$ cat config.mk
export PLATFORM = sky130hd
export DESIGN_NAME = signed_calc_solve_v_flat
export DESIGN_NICKNAME = d
export VERILOG_FILES = /design/src/rtl/signed_calc_solve_v_if.sv /design/src/rtl/signed_calc_solve_v.sv /design/src/flat_wrapper.sv
export SDC_FILE = /design/constraint.sdc
export NUM_CORES = 1
export LEC_CHECK = 0
export BUFFER_PORTS_ARGS = -buffer_cell sky130_fd_sc_hd__buf_2
export CORE_ASPECT_RATIO = 1.5
export CORE_UTILIZATION = 59
export DETAILED_ROUTE_END_ITERATION = 10
export PLACE_DENSITY = 0.89
export RECOVER_POWER = 50
export SYNTH_ARGS = -nofsm -noshare
export SYNTH_HDL_FRONTEND = slang
export SYNTH_SLANG_ARGS = --single-unit
$ cat constraint.sdc
create_clock -name i_clk -period 2.13 [get_ports i_clk]
set_input_delay 0.1065 -clock i_clk [delete_from_list [all_inputs] [get_ports i_clk]]
set_output_delay 0.1065 -clock i_clk [all_outputs]
set_load 0.02 [all_outputs]
$ cat src/rtl/signed_calc_solve_v_if.sv
// Handshake and data bundle for the iterative inverse of f = 6X - 11Y.
interface signed_calc_solve_v_if;
    logic              i_start;
    logic signed [8:0] i_fs;
    logic signed [4:0] i_bs;
    logic              o_busy;
    logic              o_done;
    logic signed [4:0] o_xs;
    logic signed [3:0] o_rem;
    logic              o_exact;
    logic              o_ovf;

    modport master (
        output i_start, i_fs, i_bs,
        input  o_busy, o_done, o_xs, o_rem, o_exact, o_ovf
    );

    modport slave (
        input  i_start, i_fs, i_bs,
        output o_busy, o_done, o_xs, o_rem, o_exact, o_ovf
    );
endinterface

$ cat src/rtl/signed_calc_solve_v.sv
// Recovers X = (F + 11Y) / 6 with a restoring divider, one quotient bit per cycle.
// Quotient truncates toward zero, remainder takes the dividend's sign, X saturates.
module signed_calc_solve_v (
    input  logic                  i_clk,
    input  logic                  i_rst,
    signed_calc_solve_v_if.slave  io_bus
);
    typedef enum logic [1:0] {
        StIdle = 2'd0,
        StDiv  = 2'd1,
        StFin  = 2'd2
    } state_t;

    state_t            r_state;
    state_t            w_state_nxt;

    logic              r_sn;
    logic [8:0]        r_dvd;
    logic [8:0]        r_q;
    logic [3:0]        r_rem;
    logic [3:0]        r_cnt;

    logic signed [4:0] r_xs;
    logic signed [3:0] r_rem_s;
    logic              r_exact;
    logic              r_ovf;
    logic              r_done;

    logic [9:0]        w_fs_ext;
    logic [9:0]        w_bs_ext;
    logic [9:0]        w_n;
    logic [8:0]        w_mag;
    logic [4:0]        w_t;
    logic              w_ge;
    logic [3:0]        w_rem_nxt;
    logic              w_ovf;
    logic [4:0]        w_xs;
    logic [3:0]        w_rem_sgn;

    // Dividend n = F + 11Y at 10 bits; magnitude fits 9 bits since |n| <= 432.
    always_comb begin
        w_fs_ext = {io_bus.i_fs[8], io_bus.i_fs};
        w_bs_ext = {{5{io_bus.i_bs[4]}}, io_bus.i_bs};
        w_n      = w_fs_ext + (w_bs_ext << 3) + (w_bs_ext << 1) + w_bs_ext;
        // Low 9 bits are enough for the negation because the magnitude is below 512.
        w_mag    = w_n[9] ? (9'd0 - w_n[8:0]) : w_n[8:0];
    end

    // One restoring step: shift in the next dividend bit and try subtracting 6.
    always_comb begin
        w_t       = {r_rem, r_dvd[8]};
        w_ge      = (w_t >= 5'd6);
        // t <= 11 because r <= 5, so the 4-bit subtract cannot wrap when it is used.
        w_rem_nxt = w_ge ? (w_t[3:0] - 4'd6) : w_t[3:0];
    end

    // Apply the stored sign, then saturate the quotient into the 5-bit X range.
    always_comb begin
        w_ovf     = r_sn ? (r_q > 9'd16) : (r_q > 9'd15);
        w_rem_sgn = r_sn ? (4'd0 - r_rem) : r_rem;
        if (w_ovf) begin
            w_xs = r_sn ? 5'b10000 : 5'b01111;
        end else begin
            w_xs = r_sn ? (5'd0 - r_q[4:0]) : r_q[4:0];
        end
    end

    // Next-state logic: IDLE -> DIV (9 steps) -> FIN -> IDLE.
    always_comb begin
        w_state_nxt = r_state;
        case (r_state)
            StIdle:  if (io_bus.i_start) w_state_nxt = StDiv;
            StDiv:   if (r_cnt == 4'd8) w_state_nxt = StFin;
            StFin:   w_state_nxt = StIdle;
            default: w_state_nxt = StIdle;
        endcase
    end

    // State register.
    always_ff @(posedge i_clk or posedge i_rst) begin
        if (i_rst) begin
            r_state <= StIdle;
        end else begin
            r_state <= w_state_nxt;
        end
    end

    // Datapath: latch operands on start, shift the divider, register results in FIN.
    always_ff @(posedge i_clk or posedge i_rst) begin
        if (i_rst) begin
            r_sn    <= 1'b0;
            r_dvd   <= '0;
            r_q     <= '0;
            r_rem   <= '0;
            r_cnt   <= '0;
            r_xs    <= '0;
            r_rem_s <= '0;
            r_exact <= 1'b0;
            r_ovf   <= 1'b0;
            r_done  <= 1'b0;
        end else begin
            r_done <= 1'b0;
            case (r_state)
                StIdle: begin
                    if (io_bus.i_start) begin
                        r_sn  <= w_n[9];
                        r_dvd <= w_mag;
                        r_q   <= '0;
                        r_rem <= '0;
                        r_cnt <= '0;
                    end
                end
                StDiv: begin
                    r_rem <= w_rem_nxt;
                    r_q   <= {r_q[7:0], w_ge};
                    r_dvd <= {r_dvd[7:0], 1'b0};
                    r_cnt <= r_cnt + 4'd1;
                end
                StFin: begin
                    r_xs    <= w_xs;
                    r_rem_s <= w_rem_sgn;
                    r_ovf   <= w_ovf;
                    r_exact <= (r_rem == 4'd0) && !w_ovf;
                    r_done  <= 1'b1;
                end
                default: ;
            endcase
        end
    end

    assign io_bus.o_busy  = (r_state != StIdle);
    assign io_bus.o_done  = r_done;
    assign io_bus.o_xs    = r_xs;
    assign io_bus.o_rem   = r_rem_s;
    assign io_bus.o_exact = r_exact;
    assign io_bus.o_ovf   = r_ovf;
endmodule

$ cat src/flat_wrapper.sv
// flat-port wrapper written by rule: the top's interface ports become plain ports
module signed_calc_solve_v_flat 
  (i_clk, i_rst, io_bus_i_start, io_bus_i_fs, io_bus_i_bs, io_bus_o_busy, io_bus_o_done, io_bus_o_xs, io_bus_o_rem, io_bus_o_exact, io_bus_o_ovf);
  signed_calc_solve_v_if io_bus_i ();
  input  logic i_clk;
  input  logic i_rst;
  input wire logic [$bits(io_bus_i.i_start)-1:0] io_bus_i_start;
  input wire logic [$bits(io_bus_i.i_fs)-1:0] io_bus_i_fs;
  input wire logic [$bits(io_bus_i.i_bs)-1:0] io_bus_i_bs;
  output wire logic [$bits(io_bus_i.o_busy)-1:0] io_bus_o_busy;
  output wire logic [$bits(io_bus_i.o_done)-1:0] io_bus_o_done;
  output wire logic [$bits(io_bus_i.o_xs)-1:0] io_bus_o_xs;
  output wire logic [$bits(io_bus_i.o_rem)-1:0] io_bus_o_rem;
  output wire logic [$bits(io_bus_i.o_exact)-1:0] io_bus_o_exact;
  output wire logic [$bits(io_bus_i.o_ovf)-1:0] io_bus_o_ovf;
  assign io_bus_i.i_start = io_bus_i_start;
  assign io_bus_i.i_fs = io_bus_i_fs;
  assign io_bus_i.i_bs = io_bus_i_bs;
  assign io_bus_o_busy = io_bus_i.o_busy;
  assign io_bus_o_done = io_bus_i.o_done;
  assign io_bus_o_xs = io_bus_i.o_xs;
  assign io_bus_o_rem = io_bus_i.o_rem;
  assign io_bus_o_exact = io_bus_i.o_exact;
  assign io_bus_o_ovf = io_bus_i.o_ovf;
  signed_calc_solve_v u_core (.i_clk(i_clk), .i_rst(i_rst), .io_bus(io_bus_i));
endmodule
==> parameters.txt, run 1 <==
Parameter                              Value

Status
  Outcome ... finished, violations left
  Violated checks ... design-rule violations, negative setup slack

Global route
  GR Util All Layers ... roughly a quarter
  Overflow left after global routing ... 0
  Via count of the first global-routing pass ... 2412
  Initial antenna violation count ... 0
  Maximum number of pins on one net before global-route repair ... between 40 and 50
  First-pass GRT wire length ... around 10000 um

Route
  Total routed wirelength ... 5850 um
  First DRT Iteration DRCs ... 88
  Top layer used by detailed routing ... met4
  DRC violations left ... 5
  Detailed route wirelength on metal3 ... around 120 um
  Metal2 WL ... roughly 3500 um
  Number of vias in the routed layout ... 2311
  Detail Route Antenna Nets ... 0
  Avg WL per Cell ... between 10 and 15 um
  Wl on met1 ... between 2000 and 2500 um
  Drt via density ... between 5 and 6
  Detailed-router iteration count before antenna repair ... 7

Worst setup path
  Sort of element at the start of the critical path ... input port
  Buf/Inv on CP ... 3
  Critical path fanouts, max ... 4
  Sort of element at the end of the critical path ... flip-flop
  Slowest library cell on the worst path ... or4b_4
  Arr. time, crit path ... about 3000 ps
  CP Data Required Time ... 2350 ps
  Delay-heaviest family, CP ... adder cells
  Maximum single-stage delay on the critical path ... 580 ps
  Worst Setup Path Type ... in -> reg
  Crit-path cells ... buf_8 > inv_4 > fa_1 > inv_1 > fa_2 > ha_4 > a21oi_4 > nor4b_2 > or4b_4 > or4_1 > nand3_1

Min path
  Class of the tightest hold or removal check ... in -> reg

CTS
  Maximum level of the CTS H-tree ... 2
  Clock-pin slew on the worst setup and hold paths ... about 70 ps
  Clock tree sinks ... between 40 and 50
  Largest buffer count on any clock path ... 2
  Total clock buffers created by CTS ... 5
  CTS tree ... yes
  Later-pin clock latency in the skew report ... about 290 ps
  Clock Tree Root ... clkbuf_8

STA
  Fmax ... around 360 MHz
  Max-slew headroom ... approximately a third
  Minimum setup slack in the final design ... -678 ps
  Number of failing setup endpoints in the final timing report ... 9
  RSZ-0062 raised after global routing ... yes
  Tcrit/Tclk final ... 132%
  Worst Hold Slack ... 239 ps
  Clock skew after layout ... between 4 and 5 ps
  Actual transition at the worst max-transition pin ... approximately 980 ps
  Final hold violation count ... 0
  Final worst path period need ... 2810 ps
  Max-slew violations ... 0

Floorplan
  Core footprint ... approximately 4300 sq um
  Starting Density ... ~62%
  Die extent in x ... 57.2 um
  Ports ... 30
  Floorplan die area ... 4850 sq um
  Count of standard-cell rows ... 29
  Die extent in y ... about 85 um

Power and ir drop
  Internal portion of total power ... 2520 uW
  P per Cell Area ... 1230 nW/um^2
  Sequential share of power ... 33.1%
  Switching component of the power ... between 1500 and 2000 uW
  Comb pwr share ... about 53%
  Net switching share of the total power ... 40.9%
  Leakage power ... roughly 0.0017 uW
  Highest ir drop seen on vdd ... 0.578 mV
  Proportion of power drawn by the clock network ... 13.9%

Yosys
  Top FF cell, synth ... dfrtp_1
  Sequential area share after synthesis ... between 30% and 40%
  Warnings from Yosys ... 0
  Cell area after synthesis ... about 2700 sq um
  Syn Area/Cell ... ~9.6 sq um
  Number of different library cells in the post-synthesis netlist ... 47
  Count of state elements after synthesis ... 41
  Share of synthesized flip-flops with an asynchronous set or reset ... between 90% and 100%
  Post-synthesis cell count ... ~280
  Count of flip-flops with a built-in enable after synthesis ... 0
  Post-Synthesis Net Count ... roughly 330

Placed design
  HPWL after detailed placement ... between 4000 and 5000 um
  Port Buffer Count ... 29
  Minimum setup slack after placement ... -1150 ps
  Final GP Congestion ... approximately 0.81
  Placed instance count ... about 380
  Total cell area at the placement stage ... 3160 sq um

Finish
  Non-Filler Instances ... between 300 and 400
  Leading cell type in the layout, fill and taps excluded ... dfrtp_1
  Nets ... a little under 400
  Antenna diode count ... 0
  Number of inserted filler cells in the final layout ... about 270
  Layout overhead on the synthesized area ... 29.1%
  Most used cells in the layout excluding fill and tap cells ... dfrtp_1 (41), buf_4 (32), inv_1 (27)
  Final Cell Area ... 3480 sq um
  Share of layout cells above drive strength 1 ... between 30% and 40%

Job
  Max-cap violations ... 0
[path summary, 6_finish.rpt]
path | start | end | slack [ps] | depth (start not counted)
max in group asynchronous | i_rst | u_core.r_dvd[8] | 870 | 4
hold / removal | io_bus_i_start | u_core.r_sn | 240 | 3
setup reg to reg | u_core.r_state[1] | u_core.io_bus.o_exact | 110 | 5
setup / recovery | io_bus_i_bs[0] | u_core.r_dvd[7] | -680 | 11
hold reg to reg | u_core.r_dvd[0] | u_core.r_dvd[0] | 500 | 2
min in group asynchronous | i_rst | u_core.r_cnt[3] | 650 | 4
[what timing repair did]
item	CTS	global route
hold buffers	1	0
resized for setup	33	11
gates cloned	0	0
setup buffers	3	3
endpoints found under the setup margin	9	9
endpoints found under the hold margin	41	0
pin swaps	22	6
[worst reg2reg max path, cell delays in order, from the launching register on]
cell      delay (ps)
dfrtp_1          400
nor2b_1          160
clkbuf_1         550
o21ai_0          450
nor2_1           250
a31o_2           170
[stage by stage]
stage               power (uW)  TNS [ps]  utilization (%)
floorplan                 2840     -5430                -
global placement          3350     -7320             73.1
detailed placement        3490     -8440             73.1
CTS                       4210     -3940             79.5
global route              4580     -5220             80.7
finish                    4270     -4460             80.7
[synth_stat cells, drive strengths merged (2+ instances only)]
cell type  number  share of area, %
dfrtp          41                38
inv            34               4.7
ha             22                10
nor2           20               2.8
o21ai          19               3.5
nand2          15               2.1
a21oi          11               2.2
a22o           10               3.2
clkbuf          9               1.3
fa              8               5.9
a22oi           7               1.9
nor2b           7               1.6
nor3            7               1.3
xnor2           6               1.9
xor2            6               1.9
nand3           5              0.93
o211ai          5               1.4
o22a            4               1.3
a21o            3              0.83
mux2i           3               1.1
nand2b          3              0.70
or4             3              0.83
a211oi          2              0.56
and2            2              0.46
and3b           2              0.65
buf             2              0.37
mux2            2              0.83
nand4           2              0.46
nor3b           2              0.56
nor4            2              0.46
o21a            2              0.56
o31ai           2              0.56
or2             2              0.46
[layout make-up]
type | instances | area [sq um] | share of cell area [%]
flip-flops and latches | 41 | 1030 | 29.5
clock inverters | 2 | 35.0 | 1.01
inverters | 34 | 133 | 3.81
clock buffers | 5 | 68.8 | 1.98
well taps | 46 | 57.6 | 1.65
repair buffers | 69 | 478 | 13.7
multi-input cells | 196 | 1690 | 48.4
[routing by layer]
metal  track usage [%]  up-vias
met3              3.05       16
met4              16.6        0
li1                  -     1118
met2              52.2       60
met5                 0        -
met1              24.8     1117
[sequential cells by signal (all words and copies together) (netlist names)]
signal and count:
u_core.r_dvd 9, u_core.io_bus.o_xs 5, u_core.r_rem 4, u_core.r_cnt 4
u_core.io_bus.o_exact 1, u_core.io_bus.o_ovf 1, u_core.io_bus.o_done 1, u_core.r_q 9
u_core.r_sn 1, u_core.io_bus.o_rem 4, u_core.r_state 2
[kinds of logic after synthesis]
family / after synthesis / synth area share (%)
buf+inv: 45 / 6.35
compound gates: 72 / 18.9
mux: 5 / 1.95
xor+xnor: 12 / 3.90
flops: 41 / 38.0
fa+ha+maj: 30 / 16.1
simple gates: 77 / 14.7
[power groups by stage]
stage               Sequential (uW)  Clock [uW]  Combinational [uW]
detailed placement             1420           0                2060
global placement               1400           0                1950
global route                   1460         629                2490
floorplan                      1430           0                1410
CTS                            1410         604                2200
finish                         1410         595                2260
Power figures use the tool's default switching activity.
==> run 2: changes to the inputs <==
==> constraint.sdc (replaced) <==
create_clock -name i_clk -period 2.13 [get_ports i_clk]
set_input_delay 0.3195 -clock i_clk [delete_from_list [all_inputs] [get_ports i_clk]]
set_output_delay 0.3195 -clock i_clk [all_outputs]
set_load 0.02 [all_outputs]
==> run 2 against run 1 <==
  * The flow still finishes with violations (design-rule violations, negative setup slack)
  * Final cell count shrank 1.8%
  * Setup slack lost 160 ps
  * Register-to-register slack gained 110 ps
  * Critical path type unchanged
==> parameters.txt, run 2 (synthesis results as in run 1) <==
Parameter                              Value

Route
  Number of vias in the routed layout ... 2232 (was 2311)
  Detail Route Antenna Nets ... 0 (unchanged)
  First DRT Iteration DRCs ... 83 (was 88)
  Drt via density ... 5.78 (was 5.88)
  Total routed wirelength ... 5630 um (was 5850 um)
  Detailed-router iteration count before antenna repair ... 7 (unchanged)
  DRC violations left ... 14 (was 5)
  Avg WL per Cell ... 14.6 um (was 14.9 um)

STA
  Number of failing setup endpoints in the final timing report ... 9 (unchanged)
  Max-slew violations ... 0 (unchanged)
  RSZ-0062 raised after global routing ... yes (unchanged)
  Final worst path period need ... 2970 ps (was 2810 ps)
  Clock skew after layout ... 6.93 ps (was 4.53 ps)
  Fmax ... 337 MHz (was 356 MHz)
  Max-slew headroom ... 36.4% (was 34.6%)
  Tcrit/Tclk final ... 139% (was 132%)
  Minimum setup slack in the final design ... -840 ps (was -678 ps)
  Actual transition at the worst max-transition pin ... 953 ps (was 981 ps)
  Final hold violation count ... 0 (unchanged)

Status
  Outcome ... finished, violations left (unchanged)
  Violated checks ... design-rule violations, negative setup slack (unchanged)

Floorplan
  Starting Density ... 62.5% (unchanged)
  Die extent in x ... 57.2 um (unchanged)
  Floorplan die area ... 4850 sq um (unchanged)
  Die extent in y ... 84.8 um (unchanged)
  Count of standard-cell rows ... 29 (unchanged)
  Ports ... 30 (unchanged)
  Core footprint ... 4320 sq um (unchanged)

Finish
  Final Cell Area ... 3330 sq um (was 3480 sq um)
  Share of the core filled with cells in the final layout ... 77.1% (was 80.7%)
  Antenna diode count ... 0 (unchanged)
  Share of layout cells above drive strength 1 ... 29.1% (was 32.0%)
  Most used cells in the layout excluding fill and tap cells ... dfrtp_1 (41), buf_4 (32), inv_1 (29) (was dfrtp_1 (41), buf_4 (32), inv_1 (27))
  Layout overhead on the synthesized area ... 23.5% (was 29.1%)
  Leading cell type in the layout, fill and taps excluded ... dfrtp_1 (unchanged)
  Nets ... 388 (was 394)
  Number of inserted filler cells in the final layout ... 295 (was 267)

Placed design
  HPWL after detailed placement ... 4350 um (was 4370 um)
  Total cell area at the placement stage ... 3170 sq um (was 3160 sq um)
  Final GP Congestion ... 0.809 (was 0.810)
  Port Buffer Count ... 29 (unchanged)

Power and ir drop
  P per Cell Area ... 1210 nW/um^2 (was 1230 nW/um^2)
  Highest ir drop seen on vdd ... 0.474 mV (was 0.578 mV)
  Leakage power ... 0.00163 uW (was 0.00168 uW)

CTS
  Number of setup buffers added after CTS ... 0 (was 3)
  Total clock buffers created by CTS ... 5 (unchanged)
  Cts hold-fix bufs ... 0 (was 1)
  Maximum level of the CTS H-tree ... 2 (unchanged)
  CTS tree ... yes (unchanged)
  Clock tree sinks ... 41 (unchanged)
  Clock Tree Root ... clkbuf_8 (unchanged)
  Clock-pin slew on the worst setup and hold paths ... 70 ps (about the same)
  Largest buffer count on any clock path ... 2 (unchanged)
  Later-pin clock latency in the skew report ... 290 ps (about the same)

Worst setup path
  Arr. time, crit path ... 3200 ps (was 3030 ps)
  Sort of element at the start of the critical path ... input port (unchanged)
  Critical path fanouts, max ... 4 (unchanged)
  CP Data Required Time ... 2360 ps (was 2350 ps)
  Sort of element at the end of the critical path ... flip-flop (unchanged)
  Worst Setup Path Type ... in -> reg (unchanged)

Global route
  First-pass GRT wire length ... 9760 um (was 10000 um)
  GR Util All Layers ... 26.1% (was 26.5%)
  Initial antenna violation count ... 0 (unchanged)
  Maximum number of pins on one net before global-route repair ... 42 (unchanged)
  Overflow left after global routing ... 0 (unchanged)
  Via count of the first global-routing pass ... 2353 (was 2412)

Job
  Max-cap violations ... 0 (unchanged)

Min path
  Class of the tightest hold or removal check ... in -> async (was in -> reg)
[run 2: changes by cell type in the layout (fill, tap and decap cells not counted), sizes merged]
cell / delta
dlygate4sd3: -1
clkbuf: -2
buf: -3
bufinv: -1
[run 2: area by class of cell]
| class | instances | area (sq um) | share of cell area (%) |
|---|---|---|---|
| inverters | 34 | 130 | 3.91 |
| clock inverters | 1 | 5.00 | 0.150 |
| well taps | 46 | 57.6 | 1.73 |
| flip-flops and latches | 41 | 1030 | 30.8 |
| repair buffers | 63 | 404 | 12.1 |
| clock buffers | 5 | 68.8 | 2.07 |
| multi-input cells | 196 | 1640 | 49.2 |
[run 2: worst paths after layout]
| path | from | to | slack, ps | cells after the start |
|---|---|---|---|---|
| worst max-delay path | io_bus_i_bs[2] | u_core.r_dvd[7] | -840 | 11 |
| worst max register to register | u_core.r_state[0] | u_core.io_bus.o_exact | 220 | 5 |
| max in group asynchronous | i_rst | u_core.r_rem[0] | 1230 | 3 |
| min in group i_clk | io_bus_i_start | u_core.r_sn | 450 | 3 |
| worst min-delay path | i_rst | u_core.r_cnt[3] | 300 | 3 |
| worst min register to register | u_core.r_dvd[0] | u_core.r_dvd[0] | 490 | 2 |
[run 2: per-layer routing]
metal	vias to the layer above	global-route usage, %	wire, um	share of wire [%]
met5	-	0	0	0
met4	0	12.6	152	2.7
met3	13	3.05	121	2.1
met2	46	54.2	3390	60
met1	1071	23.5	1970	35
li1	1102	-	-	-
[run 2: where the power goes]
part           internal [uW]  switching, uW  total (uW)  leakage, uW
Combinational           1030           1130        2160      0.00108
Sequential              1110            307        1410     0.000509
Clock                    215            240         455    0.0000399
Total                   2360           1670        4030      0.00163
[run 2: stage by stage]
stage          hold slack [ps]  setup WS [ps]  total power, uW  TNS [ps]  cells
6_report                   303           -840             4030     -6080    386
5_1_grt                    426           -912             4350     -7000    386
4_1_cts                    150           -820             4030     -5750    386
3_5_place_dp               465          -1360             3480    -10410    380
3_3_place_gp               457          -1230             3360     -9220    380
2_1_floorplan              450          -1030             2840     -7350    282
[run 2: critical path, cell delays in order]
cell and delay [ps]:
buf_8 80, inv_4 30, fa_1 520, inv_1 50, fa_2 580, ha_4 220
a21oi_4 190, nor4b_2 70, or4b_4 530, or4_1 510, nand3_1 80
[run 2: what timing repair did]
action | CTS | global route
pin swaps | 5 | 1
resized for setup | 22 | 1
gates cloned | 0 | 0
endpoints found under the setup margin | 9 | 9
